==> src/rtl/conv_pkg.sv <==
// ---------------------------------------------------------------------------
// conv_pkg
// Shared definitions for the integer -> binary32 conversion pipeline:
//   - rounding-mode enum (encoding matches the 2-bit in_rm field)
//   - binary32 field constants
//   - per-stage control payload carried alongside the datapath
//   - rounding-increment helper used by the final stage
// ---------------------------------------------------------------------------
package conv_pkg;

    localparam int FP_BIAS  = 127;
    localparam int FP_EXP_W = 8;
    localparam int FP_MAN_W = 23;

    typedef enum logic [1:0] {
        RNE = 2'b00,    // round to nearest, ties to even
        RTZ = 2'b01,    // round toward zero
        RDN = 2'b10,    // round toward -infinity
        RUP = 2'b11     // round toward +infinity
    } rm_e;

    // Control fields that travel with every operation through all stages.
    // The width-dependent parts (magnitude, fraction, tag) are carried
    // beside this struct because they depend on module parameters.
    typedef struct packed {
        logic sign;
        rm_e  rm;
        logic zero;
    } stage_ctl_t;

    // Increment decision for the truncated mantissa.
    function automatic logic round_inc(
        input rm_e  rm,
        input logic sign,
        input logic lsb,
        input logic guard,
        input logic round,
        input logic sticky
    );
        logic inc;
        unique case (rm)
            RNE:     inc = guard && (round || sticky || lsb);
            RTZ:     inc = 1'b0;
            RDN:     inc = sign && (guard || round || sticky);
            RUP:     inc = !sign && (guard || round || sticky);
            default: inc = 1'b0;
        endcase
        return inc;
    endfunction

endpackage

==> src/rtl/conv_pipe_if.sv <==
// ---------------------------------------------------------------------------
// conv_pipe_if
// Valid/ready bundle for conv_pipe: an input channel carrying the integer
// operation and an output channel returning the binary32 result.
//   slave  : the conversion block (consumes in_*, produces out_*)
//   master : the environment (produces in_*, consumes out_*)
// ---------------------------------------------------------------------------
interface conv_pipe_if #(
    parameter int INT_W = 32,
    parameter int TAG_W = 4
);
    logic             in_valid;
    logic             in_ready;
    logic [INT_W-1:0] in_int;
    logic             in_unsigned;
    logic [1:0]       in_rm;
    logic [TAG_W-1:0] in_tag;

    logic             out_valid;
    logic             out_ready;
    logic [31:0]      out_f;
    logic             out_inexact;
    logic [TAG_W-1:0] out_tag;

    modport slave (
        input  in_valid, in_int, in_unsigned, in_rm, in_tag, out_ready,
        output in_ready, out_valid, out_f, out_inexact, out_tag
    );

    modport master (
        output in_valid, in_int, in_unsigned, in_rm, in_tag, out_ready,
        input  in_ready, out_valid, out_f, out_inexact, out_tag
    );
endinterface

==> src/rtl/conv_lzc.sv <==
// ---------------------------------------------------------------------------
// conv_lzc
// Combinational leading-zero counter.
//   data_i : word to scan
//   cnt_o  : number of zeros above the most significant one (0 when all-zero)
//   zero_o : data_i is all zeros
// ---------------------------------------------------------------------------
module conv_lzc #(
    parameter int WIDTH = 32,
    parameter int CNT_W = $clog2(WIDTH)
) (
    input  logic [WIDTH-1:0] data_i,
    output logic [CNT_W-1:0] cnt_o,
    output logic             zero_o
);

    // Scan upward so the highest set bit is the last assignment to win.
    always_comb begin
        cnt_o  = '0;
        zero_o = 1'b1;
        for (int i = 0; i < WIDTH; i++) begin
            if (data_i[i]) begin
                cnt_o  = CNT_W'(WIDTH - 1 - i);
                zero_o = 1'b0;
            end
        end
    end

endmodule

==> src/rtl/conv_pipe.sv <==
// ---------------------------------------------------------------------------
// conv_pipe
// Three-stage pipelined signed/unsigned integer to IEEE-754 binary32
// converter with per-operation rounding mode and an opaque tag.
//   clk  : clock, all state on the rising edge
//   rst  : synchronous active-high reset, clears every stage
//   bus  : conv_pipe_if.slave (in_* operation channel, out_* result channel)
// Stages: S1 sign/magnitude/zero, S2 leading-zero count + normalise,
//         S3 round + pack (S3 registers drive the outputs directly).
// Legal INT_W values are 32 and 64.
// ---------------------------------------------------------------------------
import conv_pkg::*;

module conv_pipe #(
    parameter int INT_W = 32,
    parameter int TAG_W = 4
) (
    input  logic        clk,
    input  logic        rst,
    conv_pipe_if.slave  bus
);

    localparam int LZC_W  = $clog2(INT_W);
    localparam int FRAC_W = INT_W - 1;   // bits below the leading one

    // ------------------------------------------------------------------
    // Flow control: a stage may load when it is empty or its content is
    // leaving in this same cycle. None of this looks at in_valid.
    // ------------------------------------------------------------------
    logic s1_valid_q, s2_valid_q, s3_valid_q;
    logic s1_free, s2_free, s3_free;

    assign s3_free      = !s3_valid_q || bus.out_ready;
    assign s2_free      = !s2_valid_q || s3_free;
    assign s1_free      = !s1_valid_q || s2_free;
    assign bus.in_ready = s1_free;

    // ------------------------------------------------------------------
    // S1: sign extraction, magnitude, zero detect
    // ------------------------------------------------------------------
    stage_ctl_t       s1_ctl_d, s1_ctl_q;
    logic [INT_W-1:0] s1_mag_d, s1_mag_q;
    logic [TAG_W-1:0] s1_tag_q;

    always_comb begin
        s1_ctl_d.sign = !bus.in_unsigned && bus.in_int[INT_W-1];
        s1_ctl_d.rm   = rm_e'(bus.in_rm);
        s1_ctl_d.zero = (bus.in_int == '0);
        // Full INT_W width: the most negative value maps to 2^(INT_W-1),
        // which is still representable as an unsigned magnitude.
        s1_mag_d      = s1_ctl_d.sign ? (~bus.in_int + INT_W'(1)) : bus.in_int;
    end

    always_ff @(posedge clk) begin
        if (rst) begin
            s1_valid_q <= 1'b0;
            s1_ctl_q   <= '0;
            s1_mag_q   <= '0;
            s1_tag_q   <= '0;
        end else if (s1_free) begin
            s1_valid_q <= bus.in_valid;
            s1_ctl_q   <= s1_ctl_d;
            s1_mag_q   <= s1_mag_d;
            s1_tag_q   <= bus.in_tag;
        end
    end

    // ------------------------------------------------------------------
    // S2: leading-zero count and left normalisation
    // ------------------------------------------------------------------
    logic [LZC_W-1:0]    s1_lzc;
    logic                s1_lzc_zero;
    logic [FRAC_W-1:0]   s2_frac_d, s2_frac_q;
    logic [FP_EXP_W-1:0] s2_exp_d, s2_exp_q;
    stage_ctl_t          s2_ctl_q;
    logic [TAG_W-1:0]    s2_tag_q;

    conv_lzc #(
        .WIDTH (INT_W),
        .CNT_W (LZC_W)
    ) u_lzc (
        .data_i (s1_mag_q),
        .cnt_o  (s1_lzc),
        .zero_o (s1_lzc_zero)
    );

    always_comb begin
        // Shifting only the bits below the MSB drops the leading one off the
        // top, leaving the fraction left-aligned in FRAC_W bits.
        s2_frac_d = s1_mag_q[FRAC_W-1:0] << s1_lzc;
        s2_exp_d  = s1_lzc_zero ? '0
                  : FP_EXP_W'(FP_BIAS + INT_W - 1) - FP_EXP_W'(s1_lzc);
    end

    always_ff @(posedge clk) begin
        if (rst) begin
            s2_valid_q <= 1'b0;
            s2_ctl_q   <= '0;
            s2_frac_q  <= '0;
            s2_exp_q   <= '0;
            s2_tag_q   <= '0;
        end else if (s2_free) begin
            s2_valid_q <= s1_valid_q;
            s2_ctl_q   <= s1_ctl_q;
            s2_frac_q  <= s2_frac_d;
            s2_exp_q   <= s2_exp_d;
            s2_tag_q   <= s1_tag_q;
        end
    end

    // ------------------------------------------------------------------
    // S3: rounding and packing
    // ------------------------------------------------------------------
    logic [FP_MAN_W-1:0] s3_man;
    logic                s3_guard, s3_round, s3_sticky, s3_inc;
    logic [FP_MAN_W:0]   s3_man_rnd;
    logic [FP_EXP_W-1:0] s3_exp_rnd;
    logic [31:0]         s3_f_d, s3_f_q;
    logic                s3_inexact_d, s3_inexact_q;
    logic [TAG_W-1:0]    s3_tag_q;

    always_comb begin
        s3_man    = s2_frac_q[FRAC_W-1 -: FP_MAN_W];
        s3_guard  = s2_frac_q[FRAC_W-1-FP_MAN_W];
        s3_round  = s2_frac_q[FRAC_W-2-FP_MAN_W];
        s3_sticky = |s2_frac_q[FRAC_W-3-FP_MAN_W:0];
        s3_inc    = round_inc(s2_ctl_q.rm, s2_ctl_q.sign, s3_man[0],
                              s3_guard, s3_round, s3_sticky);
        // Extra top bit catches the carry-out; the low bits are then all
        // zero, so only the exponent needs adjusting.
        s3_man_rnd   = {1'b0, s3_man} + (FP_MAN_W+1)'(s3_inc);
        s3_exp_rnd   = s2_exp_q + FP_EXP_W'(s3_man_rnd[FP_MAN_W]);
        s3_inexact_d = s3_guard || s3_round || s3_sticky;
        s3_f_d       = s2_ctl_q.zero ? 32'h0000_0000
                     : {s2_ctl_q.sign, s3_exp_rnd, s3_man_rnd[FP_MAN_W-1:0]};
    end

    always_ff @(posedge clk) begin
        if (rst) begin
            s3_valid_q   <= 1'b0;
            s3_f_q       <= '0;
            s3_inexact_q <= 1'b0;
            s3_tag_q     <= '0;
        end else if (s3_free) begin
            s3_valid_q   <= s2_valid_q;
            s3_f_q       <= s3_f_d;
            s3_inexact_q <= s3_inexact_d;
            s3_tag_q     <= s2_tag_q;
        end
    end

    assign bus.out_valid   = s3_valid_q;
    assign bus.out_f       = s3_f_q;
    assign bus.out_inexact = s3_inexact_q;
    assign bus.out_tag     = s3_tag_q;

endmodule

==> src/flat_wrapper.sv <==
// flat-port wrapper written by rule: the top's interface ports become plain ports
module conv_pipe_flat 
#(
    parameter int INT_W = 32,
    parameter int TAG_W = 4
)
  (clk, rst, bus_in_valid, bus_in_int, bus_in_unsigned, bus_in_rm, bus_in_tag, bus_out_ready, bus_in_ready, bus_out_valid, bus_out_f, bus_out_inexact, bus_out_tag);
  conv_pipe_if #(.INT_W(INT_W), .TAG_W(TAG_W)) bus_i ();
  input  logic clk;
  input  logic rst;
  input wire logic [$bits(bus_i.in_valid)-1:0] bus_in_valid;
  input wire logic [$bits(bus_i.in_int)-1:0] bus_in_int;
  input wire logic [$bits(bus_i.in_unsigned)-1:0] bus_in_unsigned;
  input wire logic [$bits(bus_i.in_rm)-1:0] bus_in_rm;
  input wire logic [$bits(bus_i.in_tag)-1:0] bus_in_tag;
  input wire logic [$bits(bus_i.out_ready)-1:0] bus_out_ready;
  output wire logic [$bits(bus_i.in_ready)-1:0] bus_in_ready;
  output wire logic [$bits(bus_i.out_valid)-1:0] bus_out_valid;
  output wire logic [$bits(bus_i.out_f)-1:0] bus_out_f;
  output wire logic [$bits(bus_i.out_inexact)-1:0] bus_out_inexact;
  output wire logic [$bits(bus_i.out_tag)-1:0] bus_out_tag;
  assign bus_i.in_valid = bus_in_valid;
  assign bus_i.in_int = bus_in_int;
  assign bus_i.in_unsigned = bus_in_unsigned;
  assign bus_i.in_rm = bus_in_rm;
  assign bus_i.in_tag = bus_in_tag;
  assign bus_i.out_ready = bus_out_ready;
  assign bus_in_ready = bus_i.in_ready;
  assign bus_out_valid = bus_i.out_valid;
  assign bus_out_f = bus_i.out_f;
  assign bus_out_inexact = bus_i.out_inexact;
  assign bus_out_tag = bus_i.out_tag;
  conv_pipe #(.INT_W(INT_W), .TAG_W(TAG_W)) u_core (.clk(clk), .rst(rst), .bus(bus_i));
endmodule
==> config.mk <==
export PLATFORM = sky130hd
export DESIGN_NAME = conv_pipe_flat
export DESIGN_NICKNAME = d
export VERILOG_FILES = /design/src/rtl/conv_pkg.sv /design/src/rtl/conv_pipe_if.sv /design/src/rtl/conv_lzc.sv /design/src/rtl/conv_pipe.sv /design/src/flat_wrapper.sv
export SDC_FILE = /design/constraint.sdc
export NUM_CORES = 1
export LEC_CHECK = 0
export CAP_MARGIN = 25
export CORE_MARGIN = 3
export CORE_UTILIZATION = 52
export CTS_CLUSTER_SIZE = 8
export DETAILED_ROUTE_END_ITERATION = 7
export PLACE_DENSITY = 0.78
export SYNTH_ARGS = -nofsm -noshare
export SYNTH_HDL_FRONTEND = slang
export SYNTH_SLANG_ARGS = --single-unit
==> constraint.sdc <==
create_clock -name clk -period 2.75 [get_ports clk]
set_input_delay 0.55 -clock clk [delete_from_list [all_inputs] [get_ports clk]]
set_output_delay 0.55 -clock clk [all_outputs]
set_load 0.01 [all_outputs]
==> results_dict.tcl, run 1 <==
set metrics [dict create \
    cts-hold-fix-buffers 0 \
    clk_latency_ps 430 \
    synth-async-reset-ratio_pct 0 \
    port-buffer-count 81 \
    critPathCaptureType "flop" \
    viasPerCell 6.22 \
    worstPathMaxFanout 5 \
    synth-main-ff-cell "dfxtp_1" \
    vias 8858 \
    synth_cell_types 79 \
    grt_pass1_wl_mm 40.0 \
    layout_common_cells "180 x buf_4, 144 x nor2_1, 108 x nand2_1, 108 x dfxtp_1, 80 x clkdlybuf4s50_1" \
    gr-total-overflow 0 \
    globalplace.congestion 0.976 \
    layout.nets 1276 \
    layout_commonest_cell "buf_4" \
    outcome "complete, but fails checks" \
    core_area_mm2 0.0148 \
    final_util_pct 79.6 \
    synth-edff-count 0 \
    clk_path_buf_depth 2 \
    finalHoldViolations 0 \
    critPathKind "flop to flop" \
    diodes 0 \
    cts_buffers 17 \
    seq_area_frac_synth_pct 32.0 \
    drc_errors 0 \
    skew_ps 12.0 \
    cts.reportedPaths.clkPinSlew_ps 60 \
    violations "negative setup slack" \
    fin_ws_ps -255 \
    cts-root-buf "clkbuf_16" \
    drive_gt1_share_pct 31.2 \
    cts.sinks 127 \
    irDropWorstVdd_v 0.000516 \
    fill_cells 887 \
    tightest_slew_ps 611 \
    critical_path_arrival_ps 3340 \
    slew_headroom_pct 59.3 \
    area_delta_synth_final_pct 47.7 \
    min_path_type "flop to flop" \
    grt_pass1_vias 8130 \
    avgSynthCellArea_um2 7.99 \
    p_per_area_mw_per_mm2 623 \
    cts_tree "yes" \
    row_count 44 \
    dp_hpwl_mm 17.1 \
    ys_ff_latch 127 \
    yosys_warnings 0 \
    dr.pass1.iters 8 \
    synthCells 996 \
    syn-num-nets 1045 \
    r2r_slack_ps -250 \
    die_h_um 130 \
    drtAntennaViolNets 0 \
    grt_max_degree 66 \
    htreeDepth 4 \
    finalWirelength_mm 27.8 \
    fin_total_pwr_w 0.00732 \
    slew_violations 0 \
    min_period_ps 3000 \
    track_usage_pct 29.5 \
    finalCritPeriodShare_pct 109 \
    required_ps 3080 \
    power_leakage_nw 4.72 \
    first_iter_violations 1079 \
    synth_area_mm2 0.00796 \
    drt-wirelength-per-cell_um 19.5 \
    initial_core_util_pct 53.9 \
    grt_antenna_before_repair 0 \
    setup_viol 25 \
    critPathLaunchType "flop" \
    max_cap_violations 0 \
    rsz0062_at_grt "yes" \
    max_freq_ghz 0.333 \
    dieArea_mm2 0.0168 \
    die-width_um 130 \
    io_pins 82 \
]
[where the power goes]
| part | switching (W) | internal (W) | total [W] |
|---|---|---|---|
| logic | 0.00140 | 0.00146 | 0.00286 |
| registers | 0.000210 | 0.00204 | 0.00225 |
| clock network | 0.000892 | 0.00132 | 0.00221 |
| total | 0.00251 | 0.00482 | 0.00732 |
[state kept, by name, indices dropped and copies added (netlist names), 4 cells and up]
| signal | count |
|---|---|
| u_core.s1_tag_q | 4 |
| u_core.bus.out_f | 32 |
| u_core.bus.out_tag | 4 |
| u_core.s2_ctl_q | 4 |
| u_core.s2_tag_q | 4 |
| u_core.s2_exp_q | 8 |
| u_core.s1_ctl_q | 4 |
| u_core.s2_frac_q | 31 |
| u_core.s1_mag_q | 32 |
[cell type report]
type	count	area [µm²]	share of cell area (%)
clock buffers	20	467	3.97
clock inverters	12	109	0.926
inverters	14	52.6	0.447
multi-input cells	776	5700	48.5
flip-flops and latches	127	2580	21.9
well taps	184	230	1.96
repair buffers	291	2620	22.3
[timing repair]
action,4_1_cts,5_1_grt
pin swaps,25,25
cloned,2,0
setup endpoints to repair,22,37
setup buffers,21,32
gates resized for setup,57,119
[final timing paths]
path | from | to | cells past startpoint
worst max-delay path | u_core.s1_mag_q[6] | u_core.s2_frac_q[30] | 13
worst min-delay path | u_core.bus.out_f[24] | u_core.bus.out_f[24] | 2
worst max register to register | u_core.s1_mag_q[6] | u_core.s2_frac_q[30] | 13
worst min register to register | u_core.bus.out_f[24] | u_core.bus.out_f[24] | 2
[worst max-delay path, stage by stage, from the launching register on]
cell	delay, ps
dfxtp_1	350
or3_4	400
o211ai_1	320
a31oi_4	170
buf_6	150
buf_6	120
buf_16	130
buf_8	120
mux2i_4	200
o22ai_4	260
buf_6	140
nand3_4	50
a31o_1	240
a31oi_1	240
[logic make-up after synthesis]
group	Yosys count	synth area share (%)
XOR/XNOR	58	6.38
flip-flops	127	32.0
AO/OA/AOI/OAI	247	21.6
adder cells (fa/ha/maj)	6	0.944
multiplexers	86	11.4
AND/OR/NAND/NOR	379	22.3
buffers and inverters	93	5.36
[stage by stage]
step	setup TNS, ps	instances	cell area [µm²]	hold WS (ps)	setup WS [ps]
CTS	-483	1395	11000	450	-137
global placement	-2130	1340	9950	441	-258
finish	-2750	1424	11800	447	-255
detailed placement	-3240	1340	9950	443	-346
global route	-5880	1424	11800	469	-340
floorplan	0	996	8030	432	16.3
[synth_stat cells (3+ instances only)]
library cell / n / share of area (%)
a31oi_1: 11 / 0.86
nor4_1: 8 / 0.63
a21o_1: 4 / 0.38
nor2_1: 146 / 6.9
inv_1: 14 / 0.66
dfxtp_1: 127 / 32
nand2_1: 110 / 5.2
nor3b_1: 5 / 0.47
buf_1: 7 / 0.33
o21ai_1: 10 / 0.63
a21oi_1: 57 / 3.6
nor2b_1: 6 / 0.47
a211oi_1: 30 / 2.8
and3_1: 15 / 1.2
a22oi_1: 52 / 4.9
buf_2: 20 / 1.3
o22ai_1: 3 / 0.24
or3_1: 7 / 0.55
mux2i_1: 71 / 8.9
buf_4: 4 / 0.38
xnor2_1: 26 / 2.9
xor2_1: 32 / 3.5
mux2_2: 9 / 1.3
o2bb2ai_1: 4 / 0.44
clkbuf_1: 43 / 2.0
or4_1: 5 / 0.47
buf_6: 5 / 0.71
nand3b_1: 6 / 0.57
nand3_1: 20 / 1.3
o221ai_1: 4 / 0.44
o22a_1: 3 / 0.33
nand4_1: 4 / 0.31
o21ai_0: 25 / 1.6
o211ai_1: 10 / 0.94
o31ai_1: 4 / 0.38
nor3_1: 18 / 1.1
nand2b_1: 9 / 0.71
a311oi_1: 3 / 0.33
o2111ai_1: 3 / 0.33
ha_1: 6 / 0.94
and2_1: 6 / 0.47
[metal layers]
| metal | up-vias | track usage, % | routed length (µm) |
|---|---|---|---|
| met1 | 4117 | 37.0 | 10800 |
| li1 | 4058 | - | - |
| met3 | 161 | 5.36 | 2150 |
| met5 | - | 0 | 0 |
| met4 | 0 | 13.6 | 1620 |
| met2 | 522 | 49.3 | 13200 |
(Power assumes the default switching activity.)
==> run 2: changes to the inputs <==
--- a/config.mk
+++ b/config.mk
@@ -11,6 +11,7 @@
 export CTS_CLUSTER_SIZE = 8
 export DETAILED_ROUTE_END_ITERATION = 7
 export PLACE_DENSITY = 0.78
+export RECOVER_POWER = 25
 export SYNTH_ARGS = -nofsm -noshare
 export SYNTH_HDL_FRONTEND = slang
 export SYNTH_SLANG_ARGS = --single-unit
==> run 2 against run 1 <==
Against the previous run: the run still ends with negative setup slack left; wire length about the same; sequential power is essentially flat; worst setup slack worse by 1.9 ps; critical endpoint unchanged; largest cell class unchanged.
==> results_dict.tcl, run 2 (synthesized netlist as in run 1, its figures left out) <==
set metrics [dict create \
    outcome "complete, but fails checks" \
    violations "negative setup slack" \
    track_usage_pct 29.5 \
    required_ps 3080 \
    finalWirelength_mm 27.8 \
    cts.sinks 127 \
    irDropWorstVdd_v 0.000516 \
    drc_errors 0 \
    max_freq_ghz 0.333 \
    port-buffer-count 81 \
    cp_cell_sequence "or3_4, o211ai_1, a31oi_4, buf_6, buf_6, buf_16, buf_8, mux2i_4, o22ai_4, buf_6, nand3_4, a31o_1, a31oi_1" \
    min_period_ps 3010 \
    area_delta_synth_final_pct 47.4 \
    cts_buffers 17 \
    grt_antenna_before_repair 0 \
    max_cap_violations 0 \
    cts_tree "yes" \
    skew_ps 11.5 \
    vias 8795 \
    rsz0062_at_grt "yes" \
    die-width_um 130 \
    row_count 44 \
    min_to "u_core.bus.out_f[24]" \
    tns_ps -2700 \
    tightest_slew_ps 897 \
    drtAntennaViolNets 0 \
    grt_pass1_wl_mm 40.0 \
    power_leakage_nw 4.71 \
    finalCritPeriodShare_pct 109 \
    p_per_area_mw_per_mm2 624 \
    initial_core_util_pct 53.9 \
    diodes 0 \
    grt_max_degree 66 \
    dr.pass1.iters 7 \
    cts-root-buf "clkbuf_16" \
    cp_slowest_cell "or3_4" \
    io_pins 82 \
    crit_family "compound AO/OA/AOI/OAI gates" \
    dp_hpwl_mm 17.1 \
    slew_violations 0 \
    hold_path_startpoint "u_core.bus.out_f[24]" \
    timing.rr.end "u_core.s2_frac_q[30]" \
    cp_num_buf_inv 5 \
    globalplace.congestion 0.976 \
    fin_total_pwr_w 0.00732 \
    dieArea_mm2 0.0168 \
    htreeDepth 4 \
    r2r_slack_ps -260 \
    slew_headroom_pct 40.2 \
    core_area_mm2 0.0148 \
    cp_common_cell "buf_6" \
    critPathCaptureType "flop" \
    cts.reportedPaths.clkPinSlew_ps 60 \
    drt-wirelength-per-cell_um 19.5 \
    holdPathStages 2 \
    layout_common_cells "179 x buf_4, 144 x nor2_1, 108 x nand2_1, 108 x dfxtp_1, 80 x clkdlybuf4s50_1" \
    viasPerCell 6.18 \
    fill_cells 891 \
    fin_ws_ps -257 \
    die_h_um 130 \
    grt_pass1_vias 8130 \
    critical-path-max-stage-delay_ps 400 \
    drive_gt1_share_pct 31.1 \
    first_iter_violations 1076 \
    layout_commonest_cell "buf_4" \
    layout.nets 1276 \
    rr_startpoint "u_core.s1_mag_q[6]" \
    clk_path_buf_depth 2 \
    critPathKind "flop to flop" \
    critical_path_arrival_ps 3340 \
    reg2reg_depth 13 \
    clk_latency_ps 430 \
    finalHoldViolations 0 \
    min_path_type "flop to flop" \
    critPathLaunchType "flop" \
    setup_viol 25 \
    gr-total-overflow 0 \
    worstPathMaxFanout 5 \
]
==> run 2: cell count changes in the layout (fill, tap and decap cells not counted) <==
cell	previous run	this run
buf_4	180	179
clkbuf_2	0	1
buf_12	8	7
clkbuf_1	0	1
==> run 2: worst max-delay path by stage <==
stage | slack [ps] | endpoint | from | depth (start not counted)
floorplan | 20 | u_core.bus.out_f[27] | u_core.s2_frac_q[6] | 17
global placement | -260 | u_core.s1_mag_q[29] | bus_in_int[0] | 10
detailed placement | -350 | u_core.s1_mag_q[27] | bus_in_int[0] | 11
CTS | -140 | u_core.bus.out_f[29] | u_core.s2_ctl_q[3] | 17
global route | -340 | u_core.s2_frac_q[19] | u_core.s1_mag_q[18] | 12
finish | -260 | u_core.s2_frac_q[30] | u_core.s1_mag_q[6] | 13
==> run 2: power by group <==
part	switching [W]	leakage [nW]	total [W]	internal [W]
clock network	0.000888	0.283	0.00220	0.00132
logic	0.00140	3.38	0.00286	0.00146
registers	0.000210	1.05	0.00225	0.00204
total	0.00250	4.71	0.00732	0.00482
==> run 2: final cells by class <==
cell class	count	area (µm²)	area share (%)
Multi-Input combinational cell	776	5700	48.6
Timing Repair Buffer	291	2600	22.2
Sequential cell	127	2580	22.0
Clock buffer	20	467	3.98
Tap cell	184	230	1.96
Clock inverter	12	109	0.928
Inverter	14	52.6	0.448
==> run 2: through the flow <==
stage	std cells	setup slack (ps)	instance area [µm²]	utilization, %	hold slack (ps)
final	1424	-257	11700	79.5	447
after global routing	1424	-340	11700	79.5	469
after CTS	1395	-137	11000	74.3	450
after detailed placement	1340	-346	9950	67.4	443
after global placement	1340	-258	9950	67.4	441
after floorplan	996	16.3	8030	-	432
==> run 2: metal layers <==
| layer | vias to the layer above | track usage (%) | part of all wire [%] |
|---|---|---|---|
| met4 | 0 | 13.6 | 5.8 |
| met3 | 152 | 5.36 | 7.9 |
| li1 | 4051 | - | - |
| met2 | 530 | 49.3 | 47 |
| met5 | - | 0 | 0 |
| met1 | 4062 | 37.0 | 39 |
==> run 2: worst register-to-register path: stages (launching register included) <==
cell      delay, ps
dfxtp_1         350
or3_4           400
o211ai_1        320
a31oi_4         170
buf_6           150
buf_6           120
buf_16          140
buf_8           120
mux2i_4         200
o22ai_4         260
buf_6           150
nand3_4          60
a31o_1          240
a31oi_1         240
==> run 2: timing repair <==
action                     CTS  global route
gates cloned                 2             0
setup endpoints to repair   22            37
resized for setup           57           119
hold buffers                 0             0
buffers inserted            21            32
pin swaps                   25            25
